## src/rtl/seq_scan_ctrl.sv

```systemverilog
// Frame-level serial pattern-scan controller: accepts words on valid/ready, shifts them MSB-first
// into a programmable Moore detector and reports per-frame match counts. Optional macro: PAT_OVERLAP_EN.
module seq_scan_ctrl #(
  parameter int DATA_W = 8,
  parameter int PAT_W  = 4,
  parameter logic [PAT_W-1:0] PAT_RST = 4'b1010,
  parameter int CNT_W  = 8
) (
  input  logic              clk,
  input  logic              rst,
  input  logic              cfg_we,
  input  logic [PAT_W-1:0]  cfg_pat,
  input  logic              in_valid,
  input  logic [DATA_W-1:0] in_data,
  input  logic              in_last,
  output logic              in_ready,
  output logic              busy,
  output logic              bit_out,
  output logic              match,
  output logic [CNT_W-1:0]  match_cnt,
  output logic              done
);
  localparam int IDX_W  = (DATA_W > 1) ? $clog2(DATA_W) : 1;
  localparam int FILL_W = $clog2(PAT_W + 1);

  typedef enum logic [1:0] {IDLE, SHIFT, NEXT, DONE} state_t;
  state_t state, state_nxt;

  logic [PAT_W-1:0]  pat, win, win_nxt;
  logic [FILL_W-1:0] fill, fill_nxt;
  logic [DATA_W-1:0] word;
  logic              last;
  logic [IDX_W-1:0]  bit_idx;
  logic              accept, hit;

  always_ff @(posedge clk or negedge rst) begin
    if (!rst) state <= IDLE;
    else      state <= state_nxt;
  end

  always_comb begin
    state_nxt = state;
    case (state)
      IDLE:    if (in_valid) state_nxt = SHIFT;
      SHIFT:   if (bit_idx == '0) state_nxt = last ? DONE : NEXT;
      NEXT:    if (in_valid) state_nxt = SHIFT;
      DONE:    state_nxt = IDLE;
      default: state_nxt = IDLE;
    endcase
  end

  always_comb begin
    in_ready = (state == IDLE) || (state == NEXT);
    busy     = (state != IDLE);
    done     = (state == DONE);
    bit_out  = (state == SHIFT) ? word[bit_idx] : 1'b0;
  end

  // Detector update for the bit being shifted this cycle; window MSB is the oldest bit.
  assign accept   = in_valid && in_ready;
  assign win_nxt  = {win[PAT_W-2:0], bit_out};
  assign fill_nxt = (fill == FILL_W'(PAT_W)) ? fill : fill + 1'b1;
  assign hit      = (state == SHIFT) && (win_nxt == pat) && (fill_nxt == FILL_W'(PAT_W));

  always_ff @(posedge clk or negedge rst) begin
    if (!rst) begin
      pat       <= PAT_RST;
      win       <= '0;
      fill      <= '0;
      word      <= '0;
      last      <= 1'b0;
      bit_idx   <= '0;
      match     <= 1'b0;
      match_cnt <= '0;
    end else begin
      match <= hit;
      if (cfg_we && state == IDLE) pat <= cfg_pat;
      if (accept) begin
        word    <= in_data;
        last    <= in_last;
        bit_idx <= IDX_W'(DATA_W - 1);
        if (state == IDLE) begin
          win       <= '0;
          fill      <= '0;
          match_cnt <= '0;
        end
      end
      if (state == SHIFT) begin
        bit_idx <= bit_idx - 1'b1;
        win     <= win_nxt;
`ifdef PAT_OVERLAP_EN
        fill    <= fill_nxt;
`else
        fill    <= hit ? '0 : fill_nxt;
`endif
        if (hit && match_cnt != {CNT_W{1'b1}}) match_cnt <= match_cnt + 1'b1;
      end
    end
  end
endmodule

```

## config.mk

```make
export PLATFORM = sky130hd
export DESIGN_NAME = seq_scan_ctrl
export DESIGN_NICKNAME = d
export VERILOG_FILES = /design/src/rtl/seq_scan_ctrl.sv
export SDC_FILE = /design/constraint.sdc
export NUM_CORES = 1
export LEC_CHECK = 0
export CAP_MARGIN = 10
export CORE_MARGIN = 2
export CORE_UTILIZATION = 53
export CTS_CLUSTER_SIZE = 20
export DETAILED_ROUTE_END_ITERATION = 12
export PLACE_DENSITY = 0.88
export SETUP_SLACK_MARGIN = 0.3
export SYNTH_ARGS = -nofsm -noshare
export SYNTH_HDL_FRONTEND = slang
export SYNTH_SLANG_ARGS = --single-unit
```

## constraint.sdc

```tcl
create_clock -name clk -period 2.8 [get_ports clk]
set_clock_uncertainty 0.15 [all_clocks]
set_input_delay 0.56 -clock clk [delete_from_list [all_inputs] [get_ports clk]]
set_output_delay 0.56 -clock clk [all_outputs]
set_load 0.1 [all_outputs]
```

==> impl_metrics.py, run 1 <==
metrics = {
    "power_and_ir_drop": {
        "ir_drop_uv": 530,
        "cellPowerDensity_nw_per_um2": 1160,
        "p_leak_nw": 1.05,
    },
    "cts": {
        "clkLatencyLatePin_ns": 0.34,
        "tritoncts": "done",
        "clk_pin_slew_ns": 0.10,
        "cts_buffers": 5,
        "htreeDepth": 2,
        "clock_path_buffers": 2,
        "clock-root-buffer": "clkbuf_4",
        "cts.sinks": 33,
    },
    "finish": {
        "diodes": 0,
        "nets": 241,
        "drive_gt1_share_pct": 30.0,
        "final_area_sq_um": 2290,
        "nFillCells": 273,
        "area_delta_synth_final_pct": 26.7,
    },
    "place": {
        "place_ws_ns": 0.190,
        "hpwl_microns": 2760,
        "gp_congestion": 0.834,
        "placed_cell_area_sq_um": 2150,
        "io_buffers": 29,
    },
    "worst_setup_path": {
        "r2r_slack_ns": 0.38,
        "cp_cell_sequence": "mux2i_1 > a22o_1 > nor3_4 > buf_12",
        "crit_path_top_delay_cell": "dfrtp_2",
        "worst_ep_required_time_ns": 2.09,
        "rr_endpoint": "match_cnt[0]",
        "cpLargestDelayFamily": "flip-flops",
        "cp.arrival_ns": 1.73,
        "crit_buf_inv": 1,
        "end_kind": "output pin",
        "slowest_delay_ns": 0.47,
        "reg2regPathDepth": 8,
        "rr_startpoint": "fill[0]",
        "crit_type": "register to output pin",
        "startpoint_type": "register",
        "crit_fanout": 5,
    },
    "sta": {
        "fin_crit_ns": 2.44,
        "grt_setup_unrepaired": "yes",
        "setup_tns_ns": 0,
        "clock.fmax_mhz": 410,
        "maxSlewHeadroom_pct": 56.0,
        "maxSlewViolCount": 0,
        "setup_slack_ns": 0.362,
        "setup_viol": 0,
        "worst_pin_slew_ns": 0.661,
        "finalHoldViolCount": 0,
        "min_period_over_period_pct": 87.1,
    },
    "drt": {
        "dr.pass1.iters": 6,
        "drt.antenna.violating_nets": 0,
        "drc": 0,
        "drt_wl_total_microns": 3910,
        "vias_per_cell": 5.62,
        "routedWlPerCell_microns": 14.7,
        "num_vias": 1495,
        "drt_iter0_drc": 98,
    },
    "flow_run": {
        "max_cap_viol_count": 0,
    },
    "floorplan": {
        "fp.coreArea_sq_um": 3310,
        "dieArea_sq_um": 3900,
        "rows": 21,
        "die_h_microns": 62.4,
        "start_util_pct": 54.7,
        "die_x_microns": 62.4,
        "ioPinCount": 30,
    },
    "grt": {
        "grt_pass1_vias": 1426,
        "grt_pass1_wl_microns": 6680,
        "grt-ovfl-total": 0,
        "antenna_found_initial": 0,
        "grt_use_total_pct": 21.8,
        "grt_max_degree": 34,
    },
    "logic_synthesis": {
        "synth-edff-count": 0,
        "yosysSeqAreaShare_pct": 45.7,
        "yosysTopAreaCell": "dfrtp_1",
        "ys_types": 46,
        "ys_ff_latch": 33,
        "ys_warn_count": 0,
        "synth.top_cell.area_share_pct": 42.8,
        "synthCells": 181,
        "syn_nets": 203,
        "syn_area_per_cell_sq_um": 10.0,
        "synth_area_leaders": "dfrtp_1 43%, nand2_1 7.7%, ha_1 3.5%, mux2_2 3.1%, dfstp_2 2.9%",
        "synth_ff_type": "dfrtp_1",
        "synthArstFlopShare_pct": 100,
        "synth_area_sq_um": 1810,
    },
    "min_path": {
        "hold_path_depth": 2,
        "hp-start": "word[7]",
        "hold-path-endpoint": "word[7]",
        "hp-class": "register to register",
    },
    "status": {
        "run_status": "finished, final reports clean",
    },
}
==> logic make-up (layout without fill, tap and decap cells) <==
family          count (synthesis)  in the layout  synth area share, %
flops                          33             33                 45.7
mux                             9              9                 5.32
buf+inv                        16             55                 4.42
simple gates                   73             73                 21.8
compound gates                 39             39                 16.4
fa+ha+maj                       5              5                 3.46
xor+xnor                        6              6                 2.90
==> flip-flops by register name (all words and copies together) (netlist names) <==
| register | flops |
|---|---|
| bit_idx | 3 |
| match_cnt | 8 |
| pat | 4 |
| win | 3 |
| match | 1 |
| state | 2 |
| word | 8 |
| fill | 3 |
| last | 1 |
==> final cells by class <==
type,count,area [sq um],area share [%]
multi-input combinational,132,942,41.1
sequential,33,837,36.5
timing repair buffer,38,338,14.7
tap,46,57.6,2.51
clock buffer,7,55.1,2.40
inverter,9,33.8,1.47
clock inverter,1,30.0,1.31
==> power by group <==
part           total [mW]  internal [mW]  switching (mW)
Clock               0.376          0.213           0.163
Sequential          0.828          0.668           0.160
Combinational        1.45          0.572           0.877
==> metrics by stage <==
| step | hold slack, ns | power (mW) | util (%) | cells |
|---|---|---|---|---|
| 2_1_floorplan | 0.114 | 1.82 | - | 181 |
| 3_3_place_gp | 0.308 | 2.13 | 65.1 | 255 |
| 3_5_place_dp | 0.312 | 2.18 | 65.1 | 255 |
| 4_1_cts | 0.336 | 2.57 | 67.9 | 263 |
| 5_1_grt | 0.367 | 2.82 | 69.3 | 266 |
| 6_report | 0.334 | 2.65 | 69.3 | 266 |
==> how the worst max path moves through the flow <==
stage	startpoint	end	slack, ns	cells past startpoint
2_1_floorplan	fill[0]	match_cnt[2]	0.30	8
3_3_place_gp	fill[0]	match_cnt[2]	0.27	7
3_5_place_dp	fill[0]	match_cnt[2]	0.19	7
4_1_cts	fill[0]	match_cnt[2]	0.32	8
5_1_grt	fill[0]	match_cnt[7]	0.27	8
6_report	bit_idx[1]	bit_out	0.36	4
==> synth_stat cells, drive strengths merged, types with 2 or more instances <==
master	n
a2111oi	5
nor2	4
o21ai	6
a21oi	4
nor2b	3
nand2	37
a31oi	3
or2	4
dfrtp	31
clkbuf	4
xnor2	2
nor3	4
a22oi	4
nand3	2
and3	2
ha	5
or2b	7
buf	3
nor4	2
inv	9
or3	2
a22o	4
mux2	5
or3b	2
a31o	5
xor2	4
dfstp	2
mux2i	4
o311ai	2
==> routing by layer <==
layer / routed length, microns / track usage (%) / vias up
li1: - / - / 718
met1: 1640 / 28.2 / 736
met2: 2040 / 34.4 / 33
met3: 151 / 5.95 / 8
met4: 77 / 9.72 / 0
met5: 0 / 0 / -
==> timing repair <==
item                       CTS  global route
hold buffers                 0             0
pin swaps                    0             3
resized for setup            4            10
setup endpoints to repair    9             9
setup buffers                0             3
==> placed cells by master, fill, tap and decap left out, drive strengths merged, types with 3 or more instances in the layout <==
master	Yosys	routed
xor2	4	4
a2111oi	5	5
inv	9	9
nor2	4	4
or2b	7	7
o21ai	6	6
ha	5	5
nand2	37	37
mux2	5	5
or2	4	4
a21oi	4	4
mux2i	4	4
a22o	4	4
a31oi	3	3
nor3	4	4
buf	3	22
a22oi	4	4
dfrtp	31	31
clkbuf	4	7
a31o	5	5
clkdlybuf4s50	0	16
nor2b	3	3
==> worst reg2reg max path, stage by stage, from the launching register on <==
cell,delay [ns]
dfrtp_2,0.43
inv_2,0.04
ha_1,0.24
or3b_1,0.40
a31oi_1,0.25
o2111ai_2,0.15
buf_4,0.19
o311ai_0,0.34
o21ai_1,0.11
Note: power is estimated with default switching activity, not from simulation.
==> run 2: changes to the inputs <==
--- a/config.mk
+++ b/config.mk
@@ -10,6 +10,7 @@
 export CORE_UTILIZATION = 53
 export CTS_CLUSTER_SIZE = 20
 export DETAILED_ROUTE_END_ITERATION = 12
+export GPL_ROUTABILITY_DRIVEN = 0
 export PLACE_DENSITY = 0.88
 export SETUP_SLACK_MARGIN = 0.3
 export SYNTH_ARGS = -nofsm -noshare
==> results of run 2 <==
No change in the layout: final DEF, timing and power equal those of run 1.
==> run 3: changes to the inputs <==
--- a/config.mk
+++ b/config.mk
@@ -11,7 +11,7 @@
 export CTS_CLUSTER_SIZE = 20
 export DETAILED_ROUTE_END_ITERATION = 12
 export GPL_ROUTABILITY_DRIVEN = 0
-export PLACE_DENSITY = 0.88
+export PLACE_DENSITY = 0.78
 export SETUP_SLACK_MARGIN = 0.3
 export SYNTH_ARGS = -nofsm -noshare
 export SYNTH_HDL_FRONTEND = slang
==> run 3 against run 2 <==
First-iteration DRC count rose by 38%. Sequential share of layout area rose by 0.68 points. Critical path depth did not move. Total power fell by 5.6%. Core utilization fell by 1.4 points. Die area did not move. Largest cell class unchanged. Via count fell by 2.1%.
==> impl_metrics.py, run 3 (same netlist as run 1, synthesis figures left out) <==
metrics = {
    "status": {
        "run_status": "finished, final reports clean",
    },
    "cts": {
        "hold_buffers": 0,
        "htreeDepth": 2,
        "tritoncts": "done",
        "cts.sinks": 33,
        "clock_path_buffers": 2,
        "cts_buffers": 5,
        "clkLatencyLatePin_ns": 0.34,
        "clock-root-buffer": "clkbuf_4",
        "clk_pin_slew_ns": 0.10,
    },
    "floorplan": {
        "die_h_microns": 62.4,
        "fp.coreArea_sq_um": 3310,
        "rows": 21,
        "ioPinCount": 30,
        "die_x_microns": 62.4,
        "start_util_pct": 54.7,
        "dieArea_sq_um": 3900,
    },
    "sta": {
        "finalHoldViolCount": 0,
        "holdWs_ns": 0.337,
        "worst_pin_slew_ns": 0.969,
        "maxSlewHeadroom_pct": 34.9,
        "clock.fmax_mhz": 414,
        "grt_setup_unrepaired": "yes",
        "setup_viol": 0,
        "fin_crit_ns": 2.42,
        "min_period_over_period_pct": 86.3,
        "maxSlewViolCount": 0,
        "setup_tns_ns": 0,
    },
    "finish": {
        "drive_gt1_share_pct": 28.1,
        "nFillCells": 279,
        "diodes": 0,
        "final_common_cell": "nand2_1",
        "layout_common_cells": "37 x nand2_1, 25 x dfrtp_1, 18 x buf_4",
        "nets": 238,
        "largestRegisters": "match_cnt (8), word (8), pat (4)",
        "area_delta_synth_final_pct": 24.2,
    },
    "worst_setup_path": {
        "startpoint_type": "register",
        "crit_path_top_delay_cell": "dfrtp_1",
        "cp_cell_sequence": "buf_4 > or2b_1 > nor3_4 > buf_12",
        "crit_fanout": 12,
        "worst_ep_required_time_ns": 2.09,
        "cp.arrival_ns": 1.71,
        "slowest_delay_ns": 0.41,
        "end_kind": "output pin",
        "crit_type": "register to output pin",
    },
    "place": {
        "io_buffers": 29,
        "hpwl_microns": 2840,
    },
    "power_and_ir_drop": {
        "clock_power_share_pct": 11.2,
        "p_leak_nw": 1.02,
        "power_mw": 2.50,
        "cellPowerDensity_nw_per_um2": 1110,
        "power_switching_mw": 1.18,
        "ir_drop_uv": 574,
        "p_int_mw": 1.33,
        "sw_frac_of_total_pct": 47.0,
        "power_frac_comb_pct": 55.4,
        "p_seq_share_pct": 33.3,
    },
    "grt": {
        "grt_pass1_wl_microns": 6810,
        "grt_use_total_pct": 22.0,
        "grt-ovfl-total": 0,
        "grt_max_degree": 34,
        "grt_pass1_vias": 1522,
        "antenna_found_initial": 0,
    },
    "drt": {
        "routedWlPerCell_microns": 14.7,
        "dr.pass1.iters": 4,
        "vias_per_cell": 5.56,
        "drc": 0,
        "num_vias": 1463,
        "drt_wl_total_microns": 3880,
        "drt_iter0_drc": 135,
        "drt.antenna.violating_nets": 0,
    },
    "flow_run": {
        "max_cap_viol_count": 0,
    },
    "min_path": {
        "hp-class": "register to register",
    },
}
[run 3: path summary, 6_finish.rpt]
check | start | endpoint | slack (ns) | cells past startpoint
max in group asynchronous | rst | pat[1] | 1.69 | 2
max reg2reg | bit_idx[0] | match_cnt[1] | 0.41 | 5
min | word[1] | word[1] | 0.34 | 2
max | state[1] | bit_out | 0.38 | 4
min reg2reg | word[1] | word[1] | 0.34 | 2
min in group asynchronous | rst | match_cnt[0] | 0.46 | 2
[run 3: through the flow]
stage               cells  setup WS, ns  utilization, %  cell area, sq um
floorplan             181         0.302               -              1830
global placement      254         0.257            64.9              2150
detailed placement    254         0.178            64.9              2150
CTS                   263         0.327            67.3              2230
global route          263         0.260            67.9              2250
finish                263         0.383            67.9              2250
[run 3: critical path, delay by kind of cell (launching register included)]
| kind | cells | cell delay, ns |
|---|---|---|
| and+or+nand+nor | 2 | 0.56 |
| buffers and inverters | 2 | 0.40 |
| DFF | 1 | 0.41 |
[run 3: layer usage]
layer  GRT usage [%]  wire (microns)
met1            26.7            1640
met2            37.2            1980
met3            6.49             186
met4            7.78              66
met5               0               0
[run 3: area by class of cell]
class                   instances  area, sq um  share of cell area, %
clock buffers                   8         58.8                   2.62
well taps                      46         57.6                   2.56
multi-input cells             132          947                   42.1
flip-flops and latches         33          836                   37.2
repair buffers                 35          315                   14.0
inverters                       9         33.8                   1.50
[run 3: power by group through the flow]
stage | Combinational [mW] | Clock (mW) | Sequential, mW
5_1_grt | 1.50 | 0.311 | 0.861
4_1_cts | 1.37 | 0.289 | 0.831
2_1_floorplan | 0.986 | 0 | 0.836
3_5_place_dp | 1.33 | 0 | 0.841
3_3_place_gp | 1.28 | 0 | 0.826
6_report | 1.39 | 0.281 | 0.835
[run 3: repair_timing]
item	CTS	global route
pin swaps	0	4
resized for setup	5	8
setup buffers	1	0
gates cloned	0	0
setup endpoints to repair	9	8
